### src/rtl/servo_pkg.sv
// Shared definitions for the servo PWM generator and the servo pulse decoder:
// nominal pulse timing at 50 MHz, default decoder limits and the decoder FSM
// state encoding.
package servo_pkg;

  // Nominal servo pulse high times in clk cycles (left / centre / right).
  localparam int unsigned AL = 32'd50000;
  localparam int unsigned AC = 32'd51389;
  localparam int unsigned AR = 32'd52778;

  // Generator frame length; the measured rising-to-rising period is FRAME+1.
  localparam int unsigned FRAME = 32'd1000000;

  // Decoder defaults: in-range window is the full left..right swing, and
  // 30 ms without a rising edge means the signal is gone.
  localparam int unsigned MIN_HIGH_DEF   = AL;
  localparam int unsigned MAX_HIGH_DEF   = AR;
  localparam int unsigned PERIOD_MAX_DEF = 32'd1500000;

  // Decoder measurement FSM.
  typedef enum logic [1:0] {
    ST_IDLE = 2'd0,
    ST_HIGH = 2'd1,
    ST_LOW  = 2'd2
  } servo_state_e;

endpackage

### src/rtl/pwm_in_filter.sv
// Input conditioning for the servo pulse line: two-flop synchronizer, a
// FILT-deep stability filter and single-cycle rise/fall pulses on the
// filtered level. Both edges see the same latency, so measured widths are
// exact.
module pwm_in_filter #(
  parameter int unsigned FILT = 4
) (
  input  logic clk,
  input  logic rst,
  input  logic pwm_in_i,
  output logic rise_o,
  output logic fall_o
);

  // Counter must hold 0..FILT-1; keep at least one bit for FILT=1.
  localparam int unsigned CW = (FILT > 1) ? $clog2(FILT) : 1;
  localparam logic [CW-1:0] CNT_LAST = CW'(FILT - 1);
  localparam logic [CW-1:0] CNT_ZERO = {CW{1'b0}};
  localparam logic [CW-1:0] CNT_ONE  = CW'(1);

  logic          sync1_q;
  logic          sync2_q;
  logic          level_q;
  logic          level_d;
  logic [CW-1:0] cnt_q;
  logic [CW-1:0] cnt_d;
  logic          rise_q;
  logic          rise_d;
  logic          fall_q;
  logic          fall_d;

  // Two-flop synchronizer for the asynchronous pulse input.
  always_ff @(posedge clk) begin
    if (rst) begin
      sync1_q <= 1'b0;
      sync2_q <= 1'b0;
    end else begin
      sync1_q <= pwm_in_i;
      sync2_q <= sync1_q;
    end
  end

  // Flip the filtered level on the FILT-th consecutive differing sample.
  always_comb begin
    level_d = level_q;
    cnt_d   = cnt_q;
    rise_d  = 1'b0;
    fall_d  = 1'b0;
    if (sync2_q == level_q) begin
      cnt_d = CNT_ZERO;
    end else if (cnt_q == CNT_LAST) begin
      level_d = sync2_q;
      cnt_d   = CNT_ZERO;
      rise_d  = sync2_q;
      fall_d  = ~sync2_q;
    end else begin
      cnt_d = cnt_q + CNT_ONE;
    end
  end

  // Filter state and registered edge pulses.
  always_ff @(posedge clk) begin
    if (rst) begin
      level_q <= 1'b0;
      cnt_q   <= CNT_ZERO;
      rise_q  <= 1'b0;
      fall_q  <= 1'b0;
    end else begin
      level_q <= level_d;
      cnt_q   <= cnt_d;
      rise_q  <= rise_d;
      fall_q  <= fall_d;
    end
  end

  assign rise_o = rise_q;
  assign fall_o = fall_q;

endmodule

### src/rtl/servo_pulse_decoder.sv
// Servo pulse decoder: measures high time and rising-to-rising period of a
// servo/RC pulse line in clk cycles, publishes each completed measurement
// with a one-cycle strobe and flags loss of signal.
module servo_pulse_decoder
  import servo_pkg::*;
#(
  parameter int unsigned CNT_W      = 32,
  parameter int unsigned FILT       = 4,
  parameter int unsigned MIN_HIGH   = MIN_HIGH_DEF,
  parameter int unsigned MAX_HIGH   = MAX_HIGH_DEF,
  parameter int unsigned PERIOD_MAX = PERIOD_MAX_DEF
) (
  input  logic             clk,
  input  logic             rst,
  input  logic             en_i,
  input  logic             pwm_in_i,
  output logic [CNT_W-1:0] width_o,
  output logic [CNT_W-1:0] period_o,
  output logic             valid_o,
  output logic             in_range_o,
  output logic             timeout_o
);

  localparam logic [CNT_W-1:0] ZERO   = {CNT_W{1'b0}};
  localparam logic [CNT_W-1:0] ONE    = CNT_W'(1);
  localparam logic [CNT_W-1:0] MIN_C  = CNT_W'(MIN_HIGH);
  localparam logic [CNT_W-1:0] MAX_C  = CNT_W'(MAX_HIGH);
  localparam logic [CNT_W-1:0] PMAX_C = CNT_W'(PERIOD_MAX);

  // Saturating increment: counters stick at all-ones instead of wrapping.
  function automatic logic [CNT_W-1:0] sat_inc(input logic [CNT_W-1:0] v);
    if (&v) begin
      return v;
    end else begin
      return v + ONE;
    end
  endfunction

  logic rise;
  logic fall;
  logic pmax_hit;

  servo_state_e     state_q;
  servo_state_e     state_d;
  logic [CNT_W-1:0] hcnt_q;
  logic [CNT_W-1:0] hcnt_d;
  logic [CNT_W-1:0] pcnt_q;
  logic [CNT_W-1:0] pcnt_d;
  logic [CNT_W-1:0] width_q;
  logic [CNT_W-1:0] width_d;
  logic [CNT_W-1:0] period_q;
  logic [CNT_W-1:0] period_d;
  logic             valid_q;
  logic             valid_d;
  logic             in_range_q;
  logic             in_range_d;
  logic             timeout_q;
  logic             timeout_d;

  pwm_in_filter #(
    .FILT(FILT)
  ) u_filter (
    .clk     (clk),
    .rst     (rst),
    .pwm_in_i(pwm_in_i),
    .rise_o  (rise),
    .fall_o  (fall)
  );

  // A rise landing on the limit cycle is a legal edge and wins over timeout.
  assign pmax_hit = (pcnt_q == PMAX_C) && !rise;

  // FSM state register.
  always_ff @(posedge clk) begin
    if (rst) begin
      state_q <= ST_IDLE;
    end else begin
      state_q <= state_d;
    end
  end

  // FSM next state: disable parks in IDLE, timeout drops back to IDLE.
  always_comb begin
    state_d = state_q;
    if (!en_i) begin
      state_d = ST_IDLE;
    end else begin
      case (state_q)
        ST_IDLE: begin
          if (rise) begin
            state_d = ST_HIGH;
          end else begin
            state_d = ST_IDLE;
          end
        end
        ST_HIGH: begin
          if (pmax_hit) begin
            state_d = ST_IDLE;
          end else if (fall) begin
            state_d = ST_LOW;
          end else begin
            state_d = ST_HIGH;
          end
        end
        ST_LOW: begin
          if (rise) begin
            state_d = ST_HIGH;
          end else if (pmax_hit) begin
            state_d = ST_IDLE;
          end else begin
            state_d = ST_LOW;
          end
        end
        default: begin
          state_d = ST_IDLE;
        end
      endcase
    end
  end

  // FSM outputs: counter updates, publish on rise in LOW, timeout flag.
  always_comb begin
    hcnt_d     = hcnt_q;
    pcnt_d     = pcnt_q;
    width_d    = width_q;
    period_d   = period_q;
    in_range_d = in_range_q;
    timeout_d  = timeout_q;
    valid_d    = 1'b0;
    if (!en_i) begin
      hcnt_d = ZERO;
      pcnt_d = ZERO;
    end else begin
      case (state_q)
        ST_IDLE: begin
          // First edge after idle only starts a measurement.
          if (rise) begin
            hcnt_d = ONE;
            pcnt_d = ONE;
          end else begin
            hcnt_d = ZERO;
            pcnt_d = ZERO;
          end
        end
        ST_HIGH: begin
          if (pmax_hit) begin
            hcnt_d    = ZERO;
            pcnt_d    = ZERO;
            timeout_d = 1'b1;
          end else begin
            pcnt_d = sat_inc(pcnt_q);
            if (fall) begin
              hcnt_d = hcnt_q;
            end else begin
              hcnt_d = sat_inc(hcnt_q);
            end
          end
        end
        ST_LOW: begin
          if (rise) begin
            width_d    = hcnt_q;
            period_d   = pcnt_q;
            in_range_d = (hcnt_q >= MIN_C) && (hcnt_q <= MAX_C);
            timeout_d  = 1'b0;
            valid_d    = 1'b1;
            hcnt_d     = ONE;
            pcnt_d     = ONE;
          end else if (pmax_hit) begin
            hcnt_d    = ZERO;
            pcnt_d    = ZERO;
            timeout_d = 1'b1;
          end else begin
            pcnt_d = sat_inc(pcnt_q);
          end
        end
        default: begin
          hcnt_d = ZERO;
          pcnt_d = ZERO;
        end
      endcase
    end
  end

  // Counters and published result registers.
  always_ff @(posedge clk) begin
    if (rst) begin
      hcnt_q     <= ZERO;
      pcnt_q     <= ZERO;
      width_q    <= ZERO;
      period_q   <= ZERO;
      valid_q    <= 1'b0;
      in_range_q <= 1'b0;
      timeout_q  <= 1'b0;
    end else begin
      hcnt_q     <= hcnt_d;
      pcnt_q     <= pcnt_d;
      width_q    <= width_d;
      period_q   <= period_d;
      valid_q    <= valid_d;
      in_range_q <= in_range_d;
      timeout_q  <= timeout_d;
    end
  end

  assign width_o    = width_q;
  assign period_o   = period_q;
  assign valid_o    = valid_q;
  assign in_range_o = in_range_q;
  assign timeout_o  = timeout_q;

endmodule

### config.mk
export PLATFORM = sky130hd
export DESIGN_NAME = servo_pulse_decoder
export DESIGN_NICKNAME = d
export VERILOG_FILES = /design/src/rtl/servo_pkg.sv /design/src/rtl/pwm_in_filter.sv /design/src/rtl/servo_pulse_decoder.sv
export SDC_FILE = /design/constraint.sdc
export NUM_CORES = 1
export LEC_CHECK = 0
export CAP_MARGIN = 25
export CORE_AREA = 2 2 125 103
export CTS_CLUSTER_DIAMETER = 60
export DETAILED_ROUTE_END_ITERATION = 12
export DIE_AREA = 0 0 127 105
export PLACE_DENSITY = 0.87
export SLEW_MARGIN = 20
export SYNTH_ARGS = -nofsm -noshare
export SYNTH_HDL_FRONTEND = slang
export SYNTH_SLANG_ARGS = --single-unit
### constraint.sdc
create_clock -name clk -period 4.91 [get_ports clk]
set_input_delay 0.982 -clock clk [delete_from_list [all_inputs] [get_ports clk]]
set_output_delay 0.982 -clock clk [all_outputs]
set_load 0.01 [all_outputs]
==> results.json <==
{
  "synth_edf_count": 0,
  "drcViolationCount": 0,
  "synth-seq-cells": 140,
  "drive_gt1_frac": 0.06837,
  "cts_buffers": 17,
  "dp.final_hpwl_um": 10960,
  "postSynth.asyncResetShare": 0,
  "setup_viol": 0,
  "cts_tree": "yes",
  "crit_required_ns": 5.27,
  "seq_area_frac_synth": 0.4288,
  "finalSetupTns_ns": 0,
  "yosysWarningCount": 0,
  "period_needed_ns": 2.995,
  "min_path_type": "reg2reg",
  "final_cell_mix": "nand2_1 (156), dfxtp_1 (140), a21oi_1 (95)",
  "placed_cells": 983,
  "n_antenna_cell": 0,
  "leakage_nw": 2.538,
  "crit_path_end_kind": "register",
  "cts_buffer_depth": 2,
  "grt_pass1_vias": 5776,
  "n_fill_cell": 1008,
  "rows": 36,
  "clock_sinks": 140,
  "rsz0062_at_grt": "false",
  "fin_ws_ns": 1.915,
  "fp.coreArea_sq_um": 11980,
  "dieArea_sq_um": 13340,
  "start_kind": "input pin",
  "route.detailed.wl_per_inst_um": 16.70,
  "numPortBuffers": 70,
  "final_nets": 866,
  "finalWirelength_um": 16950,
  "fin_skew_ns": 0.007347,
  "grt_start_max_net_pins": 75,
  "r2r_start": "hcnt_q[0]",
  "root_buffer": "clkbuf_16",
  "hold_slack_ns": 0.4201,
  "clk_latency_ns": 0.42,
  "area_delta_synth_final_pct": 19.66,
  "peakVddDrop_v": 0.0002929,
  "grt-ovfl-total": 0,
  "critPathMaxFanout": 28,
  "syn_avg_cell_area_sq_um": 8.050,
  "min_to": "u_filter.cnt_q[0]",
  "firstDrtPassIters": 5,
  "relSlewSlack": 0.3043,
  "maxCapViolations": 0,
  "path_class": "in2reg",
  "dp_slack_ns": 1.471,
  "gp_congestion": 0.8920,
  "tightest_slew_ns": 1.043,
  "r2r_cells": 7,
  "htree_levels": 4,
  "post_cts_buffers": 0,
  "grt_pass1_wl_um": 28280,
  "reg2reg_slack_ns": 2.27,
  "final_max_slew_viol_count": 0,
  "hp-start": "u_filter.cnt_q[0]",
  "antenna_left": 0,
  "drt-initial-drc-count": 668,
  "power-per-cell-area_nw_per_um2": 307.4,
  "finalHoldViolCount": 0,
  "track_usage": 0.2593,
  "pin_count": 71,
  "vias_per_cell": 6.163,
  "power.total_mw": 2.404,
  "max_freq_ghz": 0.3339,
  "synth_area_sq_um": 6536,
  "clk_pin_slew_ns": 0.06,
  "synthCells": 812,
  "status": "finished clean",
  "die_w_um": 127,
  "critPathArrivalTime_ns": 3.36,
  "fin_crit_sh": 0.6100,
  "layout.cells.non_filler": 1015,
  "die_h_um": 105,
  "vias": 6255,
  "reg2reg_to": "hcnt_q[0]",
  "cts_resized": 0,
  "antenna_found_initial": 0,
  "ys_types": 61,
  "hold_buffers": 0,
  "initial_core_util": 0.5455,
  "syn_nets": 826,
  "min_path_cells": 1,
  "synth-main-ff-cell": "dfxtp_1",
  "layout_commonest_cell": "nand2_1"
}
-- critical path: stages --
cell and delay [ns]:
clkdlybuf4s50_1 0.56, nor2b_1 0.33, and2_1 0.22, o31a_1 0.84, o21ai_0 0.29, nand2_1 0.12
-- per-layer routing --
metal	share of wire	global-route usage
met5	0	0
met4	0.016	0.07614
met3	0.096	0.06605
met2	0.42	0.3779
met1	0.47	0.3776
-- how the worst max path moves through the flow --
stage                         start  slack (ns)  depth (start not counted)         end
final                          en_i        1.91                          6  hcnt_q[15]
after global routing           en_i        1.76                          6   hcnt_q[7]
after CTS                      en_i        1.91                          6   pcnt_q[6]
after detailed placement       en_i        1.47                          6   pcnt_q[6]
after global placement         en_i        1.66                          6   pcnt_q[4]
after floorplan           hcnt_q[0]        2.75                          8  hcnt_q[12]
-- cell families after synthesis --
kind of cell | after synthesis | synth area share
buf+inv | 76 | 0.05379
compound gates | 191 | 0.1759
xor+xnor | 6 | 0.008040
mux | 4 | 0.006126
fa+ha+maj | 10 | 0.01914
simple gates | 385 | 0.3082
flops | 140 | 0.4288
-- state kept, by name, indices dropped and copies added (netlist names), 2 cells and up --
| signal | flops |
|---|---|
| width_o | 32 |
| hcnt_q | 32 |
| state_q | 2 |
| u_filter.cnt_q | 2 |
| pcnt_q | 32 |
| period_o | 32 |
-- synthesized netlist by cell type (5+ instances only) --
cell / instances / area [sq um]
nand2_1: 156 / 585.6
dfxtp_1: 140 / 2803
a21oi_1: 95 / 475.5
nand3_1: 40 / 200.2
clkbuf_1: 30 / 112.6
nor2_1: 26 / 97.59
nor4_1: 24 / 150.1
o21ai_0: 24 / 120.1
or4_1: 22 / 165.2
inv_1: 18 / 67.56
nand4_1: 18 / 112.6
nor3_1: 17 / 85.08
and3_1: 15 / 93.84
or3_1: 14 / 87.58
buf_2: 13 / 65.06
a22o_1: 11 / 96.34
o31ai_1: 11 / 82.58
ha_1: 10 / 125.1
o21ai_1: 10 / 50.05
a21o_1: 7 / 52.55
and2_1: 7 / 43.79
a22oi_1: 6 / 45.04
a31oi_1: 6 / 37.54
and4_1: 6 / 52.55
buf_4: 6 / 45.04
or2_2: 6 / 37.54
buf_1: 5 / 18.77
nand2b_1: 5 / 31.28
nor2b_1: 5 / 31.28
-- power breakdown --
group | switching (mW) | internal (mW) | leakage, nW
logic | 0.0157 | 0.00502 | 1.14
clock network | 0.467 | 0.779 | 0.275
registers | 0.000534 | 1.14 | 1.13
-- cell type report --
cell class	count	area, sq um	share of cell area
Clock buffer	23	478.0	0.06111
Clock inverter	7	90.09	0.01152
Inverter	18	67.56	0.008639
Multi-Input combinational cell	596	3390	0.4334
Sequential cell	140	2803	0.3583
Tap cell	152	190.2	0.02432
Timing Repair Buffer	79	803.3	0.1027
-- stage by stage --
step | utilization | instance area [sq um]
final | 0.6528 | 7821
after global routing | 0.6528 | 7821
after CTS | 0.6491 | 7777
after detailed placement | 0.6017 | 7209
after global placement | 0.6000 | 7189
after floorplan | - | 6536
No activity file was read; power rests on OpenSTA's default activity.
